File: src/rtl/inv_mix_columns_seq.sv
// Iterative AES InvMixColumns engine. A 128-bit state is accepted over a
// valid/ready handshake, transformed COLS_PER_CYCLE columns per clock in a
// single working register, and presented on a second valid/ready handshake.
module inv_mix_columns_seq #(
  parameter int COLS_PER_CYCLE = 1
) (
  input  logic         clk,
  input  logic         rst_n,
  input  logic         in_valid,
  output logic         in_ready,
  input  logic [127:0] in_data,
  output logic         out_valid,
  input  logic         out_ready,
  output logic [127:0] out_data,
  output logic         busy
);

  if (!(COLS_PER_CYCLE == 1 || COLS_PER_CYCLE == 2 || COLS_PER_CYCLE == 4)) begin : g_bad_cols
    $error("inv_mix_columns_seq: COLS_PER_CYCLE must be 1, 2 or 4");
  end

  typedef enum logic [1:0] {IDLE, RUN, DONE} state_t;

  localparam logic [2:0] STEP = 3'(COLS_PER_CYCLE);

  state_t       state, state_next;
  logic [127:0] work, work_next;
  logic [1:0]   cnt, cnt_next;
  logic [2:0]   cnt_sum;
  logic [1:0]   idx;

  function automatic logic [7:0] xtime(input logic [7:0] a);
    return {a[6:0], 1'b0} ^ (a[7] ? 8'h1b : 8'h00);
  endfunction

  function automatic logic [7:0] mul09(input logic [7:0] a);
    logic [7:0] x8;
    x8 = xtime(xtime(xtime(a)));
    return x8 ^ a;
  endfunction

  function automatic logic [7:0] mul0b(input logic [7:0] a);
    logic [7:0] x2, x8;
    x2 = xtime(a);
    x8 = xtime(xtime(x2));
    return x8 ^ x2 ^ a;
  endfunction

  function automatic logic [7:0] mul0d(input logic [7:0] a);
    logic [7:0] x4, x8;
    x4 = xtime(xtime(a));
    x8 = xtime(x4);
    return x8 ^ x4 ^ a;
  endfunction

  function automatic logic [7:0] mul0e(input logic [7:0] a);
    logic [7:0] x2, x4, x8;
    x2 = xtime(a);
    x4 = xtime(x2);
    x8 = xtime(x4);
    return x8 ^ x4 ^ x2;
  endfunction

  // One column: row 0 sits in the most significant byte of the word.
  function automatic logic [31:0] inv_col(input logic [31:0] w);
    logic [7:0] a0, a1, a2, a3;
    logic [7:0] b0, b1, b2, b3;
    a0 = w[31:24];
    a1 = w[23:16];
    a2 = w[15:8];
    a3 = w[7:0];
    b0 = mul0e(a0) ^ mul0b(a1) ^ mul0d(a2) ^ mul09(a3);
    b1 = mul09(a0) ^ mul0e(a1) ^ mul0b(a2) ^ mul0d(a3);
    b2 = mul0d(a0) ^ mul09(a1) ^ mul0e(a2) ^ mul0b(a3);
    b3 = mul0b(a0) ^ mul0d(a1) ^ mul09(a2) ^ mul0e(a3);
    return {b0, b1, b2, b3};
  endfunction

  // Next-state, handshake outputs and in-place column transform.
  always_comb begin
    state_next = state;
    cnt_next   = cnt;
    work_next  = work;
    in_ready   = 1'b0;
    out_valid  = 1'b0;
    busy       = 1'b0;
    idx        = 2'd0;
    cnt_sum    = {1'b0, cnt} + STEP;
    case (state)
      IDLE: begin
        in_ready = 1'b1;
        if (in_valid) begin
          work_next  = in_data;
          cnt_next   = 2'd0;
          state_next = RUN;
        end
      end
      RUN: begin
        busy = 1'b1;
        // Columns are consumed from word 3 (bits 127:96) downwards.
        for (int j = 0; j < COLS_PER_CYCLE; j++) begin
          idx = 2'd3 - cnt - 2'(j);
          work_next[{idx, 5'b0} +: 32] = inv_col(work[{idx, 5'b0} +: 32]);
        end
        if (cnt_sum == 3'd4) begin
          cnt_next   = 2'd0;
          state_next = DONE;
        end else begin
          cnt_next = cnt_sum[1:0];
        end
      end
      DONE: begin
        busy      = 1'b1;
        out_valid = 1'b1;
        if (out_ready) begin
          state_next = IDLE;
        end
      end
      default: state_next = IDLE;
    endcase
  end

  // State, counter and working register; reset discards any pending result.
  always_ff @(posedge clk or negedge rst_n) begin
    if (!rst_n) begin
      state <= IDLE;
      cnt   <= 2'd0;
      work  <= '0;
    end else begin
      state <= state_next;
      cnt   <= cnt_next;
      work  <= work_next;
    end
  end

  assign out_data = work;

endmodule
File: config.mk
export PLATFORM = sky130hd
export DESIGN_NAME = inv_mix_columns_seq
export DESIGN_NICKNAME = d
export VERILOG_FILES = /design/src/rtl/inv_mix_columns_seq.sv
export SDC_FILE = /design/constraint.sdc
export NUM_CORES = 1
export LEC_CHECK = 0
export ABC_AREA = 1
export BUFFER_PORTS_ARGS = -buffer_cell sky130_fd_sc_hd__buf_2
export CAP_MARGIN = 15
export CORE_ASPECT_RATIO = 1.75
export CORE_MARGIN = 4
export CORE_UTILIZATION = 50
export CTS_BUF_LIST = sky130_fd_sc_hd__clkbuf_4
export DETAILED_ROUTE_END_ITERATION = 12
export GPL_TIMING_DRIVEN = 1
export PLACE_DENSITY = 0.71
export SYNTH_ARGS = -nofsm -noshare
export SYNTH_HDL_FRONTEND = slang
export SYNTH_SLANG_ARGS = --single-unit
File: constraint.sdc
create_clock -name clk -period 4.2 [get_ports clk]
set_input_delay 0.84 -clock clk [delete_from_list [all_inputs] [get_ports clk]]
set_output_delay 0.84 -clock clk [all_outputs]
set_load 0.005 [all_outputs]
==> impl_results.md <==
* Min Tclk post-route at 3.949 ns
* Yosys reg bits at 132
* FMAX at approximately 0.25 GHz
* Number of fill cells at roughly 2200
* CTS buffer count at 17
* CTS Sinks at roughly 130
* Later-pin clock latency in the skew report at about 0.66 ns
* Critical Path RT at roughly 4.8 ns
* DIE WIDTH at about 120 um
* Vias in the first global route at 13000
* Mapped Cells at ~1800
* IO Pins at around 260
* Initial Util at 0.5098
* Routability cong. at around 1.1
* CP startpoint kind: flip-flop
* CP Class: flip-flop to flip-flop
* Final setup violation count at 0
* Die H at 207.3 um
* Worst Hold Class: input pin to async pin
* Drc violations at 0
* Routed wire length per instance at between 20 and 25 um
* Cts hold-fix bufs at 0
* Final worst-path cycle share at 0.9402
* Post-Route Setup TNS at 0 ns
* Pre-antenna DRT Iters at 6
* Worst slew margin at 0.2615
* Number of antenna violations at the first check in global routing at 1
* Synth warnings at 0
* Syn avg cell area at 6.285 um^2
* Register area share after synthesis at 0.2912
* H-tree depth at 4
* First-pass GRT wire length at about 78 mm
* Worst clock skew at 0.02000 ns
* RSZ-0062 raised after global routing: no
* Clock transition at the registers of the reported paths at 0.13 ns
* Critical path arrival at 4.53 ns
* Share of cells above drive strength 1 at 0.1945
* Initial drt markers at 1740
* Clk buf depth at 2
* CTS tree: yes
* Root Driver: clkbuf_4
* Dpl hpwl at around 40 mm
* NumNets Final at roughly 2200
* Die area at 25260 um^2
* Via/cell ratio at roughly 5.9
* Mapped Area at approximately 11000 um^2
* Grt total ovfl at 0
* Status: finished, final reports clean
* Gates resized, CTS repair at 0
* Slew @ Worst Pin at ~1.1 ns
* Syn_nets at 1944
* Largest net degree at the start of global routing at between 90 and 100
* All-layer global routing usage at 0.4086
* Area Overhead vs Synth at 16.12%
* Pins over their slew limit at 0
* Cell variety after synth at 34
* Vias post-DR at about 14000
* CP Capture Type: flip-flop
* MaxCap Viol Count at 0
* Worst Path Max Fanout at 91
* Num rows at slightly above 70
* Final ANT Viol Nets at 0
* Port-buffer cells at roughly 260
* Postcts setup bufs at 0
* Final Hold Fails at 0
* Routed wire length at around 52 mm
* Core area at 22250 um^2
path summary, 6_finish.rpt:
path | cells after the start | slack, ns | from | end
setup / recovery | 14 | 0.25 | cnt[0] | out_data[103]
hold / removal | 1 | 0.25 | rst_n | out_data[92]
setup reg to reg | 14 | 0.25 | cnt[0] | out_data[103]
hold reg to reg | 2 | 0.52 | out_data[120] | out_data[120]
max in group asynchronous | 2 | 3.07 | rst_n | out_data[19]
min in group clk | 3 | 0.48 | in_data[6] | out_data[6]
cells in the mapped netlist, drive strengths merged:
master,number,share of area
nand4,43,0.024
clkbuf,60,0.020
dfrtp,132,0.29
or2,1,0.00055
nor3,2,0.00088
nor4,1,0.00055
o21ai,12,0.0053
a21oi,275,0.12
a21o,2,0.0013
buf,33,0.019
inv,94,0.031
nand3b,5,0.0033
o211ai,1,0.00066
xor2,82,0.067
nor2,114,0.038
a22oi,5,0.0033
xnor2,47,0.039
nand2,695,0.24
nand2b,4,0.0022
nand3,187,0.082
clkinv,3,0.00099
ha,7,0.0077
kinds of logic (layout without fill, tap and decap cells):
logic type                 count (synthesis)  in the layout  synth area share
DFF                                      132            132            0.2912
xor gates and xnor gates                 129            129            0.1059
buffers and inverters                    190            421           0.07158
other                                      0              1                 0
and+or+nand+nor                         1052           1052            0.3918
AOI/OAI and AO/OA                        295            295            0.1319
adders and majority gates                  7              7          0.007720
through the flow:
step           utilization  instances  setup WS, ns  hold WS [ns]  area (um^2)
6_report            0.5920       2333        0.2511        0.2523        13170
5_1_grt             0.5920       2333        0.1420        0.3091        13170
3_3_place_gp        0.5785       2300        0.4284        0.4937        12870
3_5_place_dp        0.5785       2300        0.4583        0.4861        12870
4_1_cts             0.5919       2332        0.4080        0.2844        13170
2_1_floorplan            -       1805         1.175        0.4782        11340
sequential cells by signal, indices dropped and copies added (netlist names):
register and count:
cnt 2, out_data 128, state 2
area by class of cell:
| cell class | count | area (um^2) | share of cell area |
|---|---|---|---|
| diodes | 1 | 2.502 | 0.0001900 |
| clock inverters | 13 | 156.4 | 0.01187 |
| multi-input cells | 1483 | 7259 | 0.5510 |
| inverters | 97 | 370.4 | 0.02811 |
| clock buffers | 19 | 142.6 | 0.01083 |
| repair buffers | 292 | 1568 | 0.1190 |
| flip-flops and latches | 132 | 3304 | 0.2508 |
| well taps | 296 | 370.4 | 0.02811 |
cell usage in the layout (no fill, tap or decap), types with 3 or more instances in the layout:
cell type / Yosys / final
ha_1: 7 / 7
xor2_2: 5 / 5
buf_2: 11 / 261
clkinvlp_4: 0 / 3
o21ai_0: 10 / 10
inv_1: 76 / 75
nand2b_1: 4 / 4
nand2_4: 5 / 5
bufinv_16: 0 / 3
nand2_1: 660 / 660
clkbuf_4: 0 / 19
a21oi_2: 0 / 3
a22oi_1: 5 / 5
dfrtp_1: 132 / 131
xor2_1: 77 / 77
a21oi_1: 275 / 272
nor2_1: 112 / 111
xnor2_1: 44 / 44
nand3b_1: 5 / 5
nand3_1: 187 / 187
inv_2: 17 / 17
nand4_1: 43 / 43
buf_4: 6 / 28
clkinv_2: 0 / 3
nor2_2: 2 / 3
nand2_2: 30 / 30
clkinv_1: 3 / 4
critical path, cell delays in order (launching register included):
cell and delay [ns]:
dfrtp_2 0.67, clkinv_2 0.15, buf_12 0.25, nand2_1 0.14, nand3_1 0.08, nand2_1 0.49
nand2_1 0.17, nand2_2 0.22, xor2_1 0.19, xor2_1 0.36, xor2_1 0.63, nand2_1 0.10
nor2_1 0.16, nand2_1 0.06, a21oi_1 0.12
per-layer routing:
layer / part of all wire / track usage / up-vias
li1: - / - / 6300
met5: 0 / 0 / -
met2: 0.48 / 0.6621 / 965
met3: 0.092 / 0.07225 / 226
met4: 0.078 / 0.2611 / 0
met1: 0.35 / 0.4939 / 6361
Power is left out: the tool's default activity adds up to more than one toggle a clock period on the data nets, which glitch-free logic cannot reach.
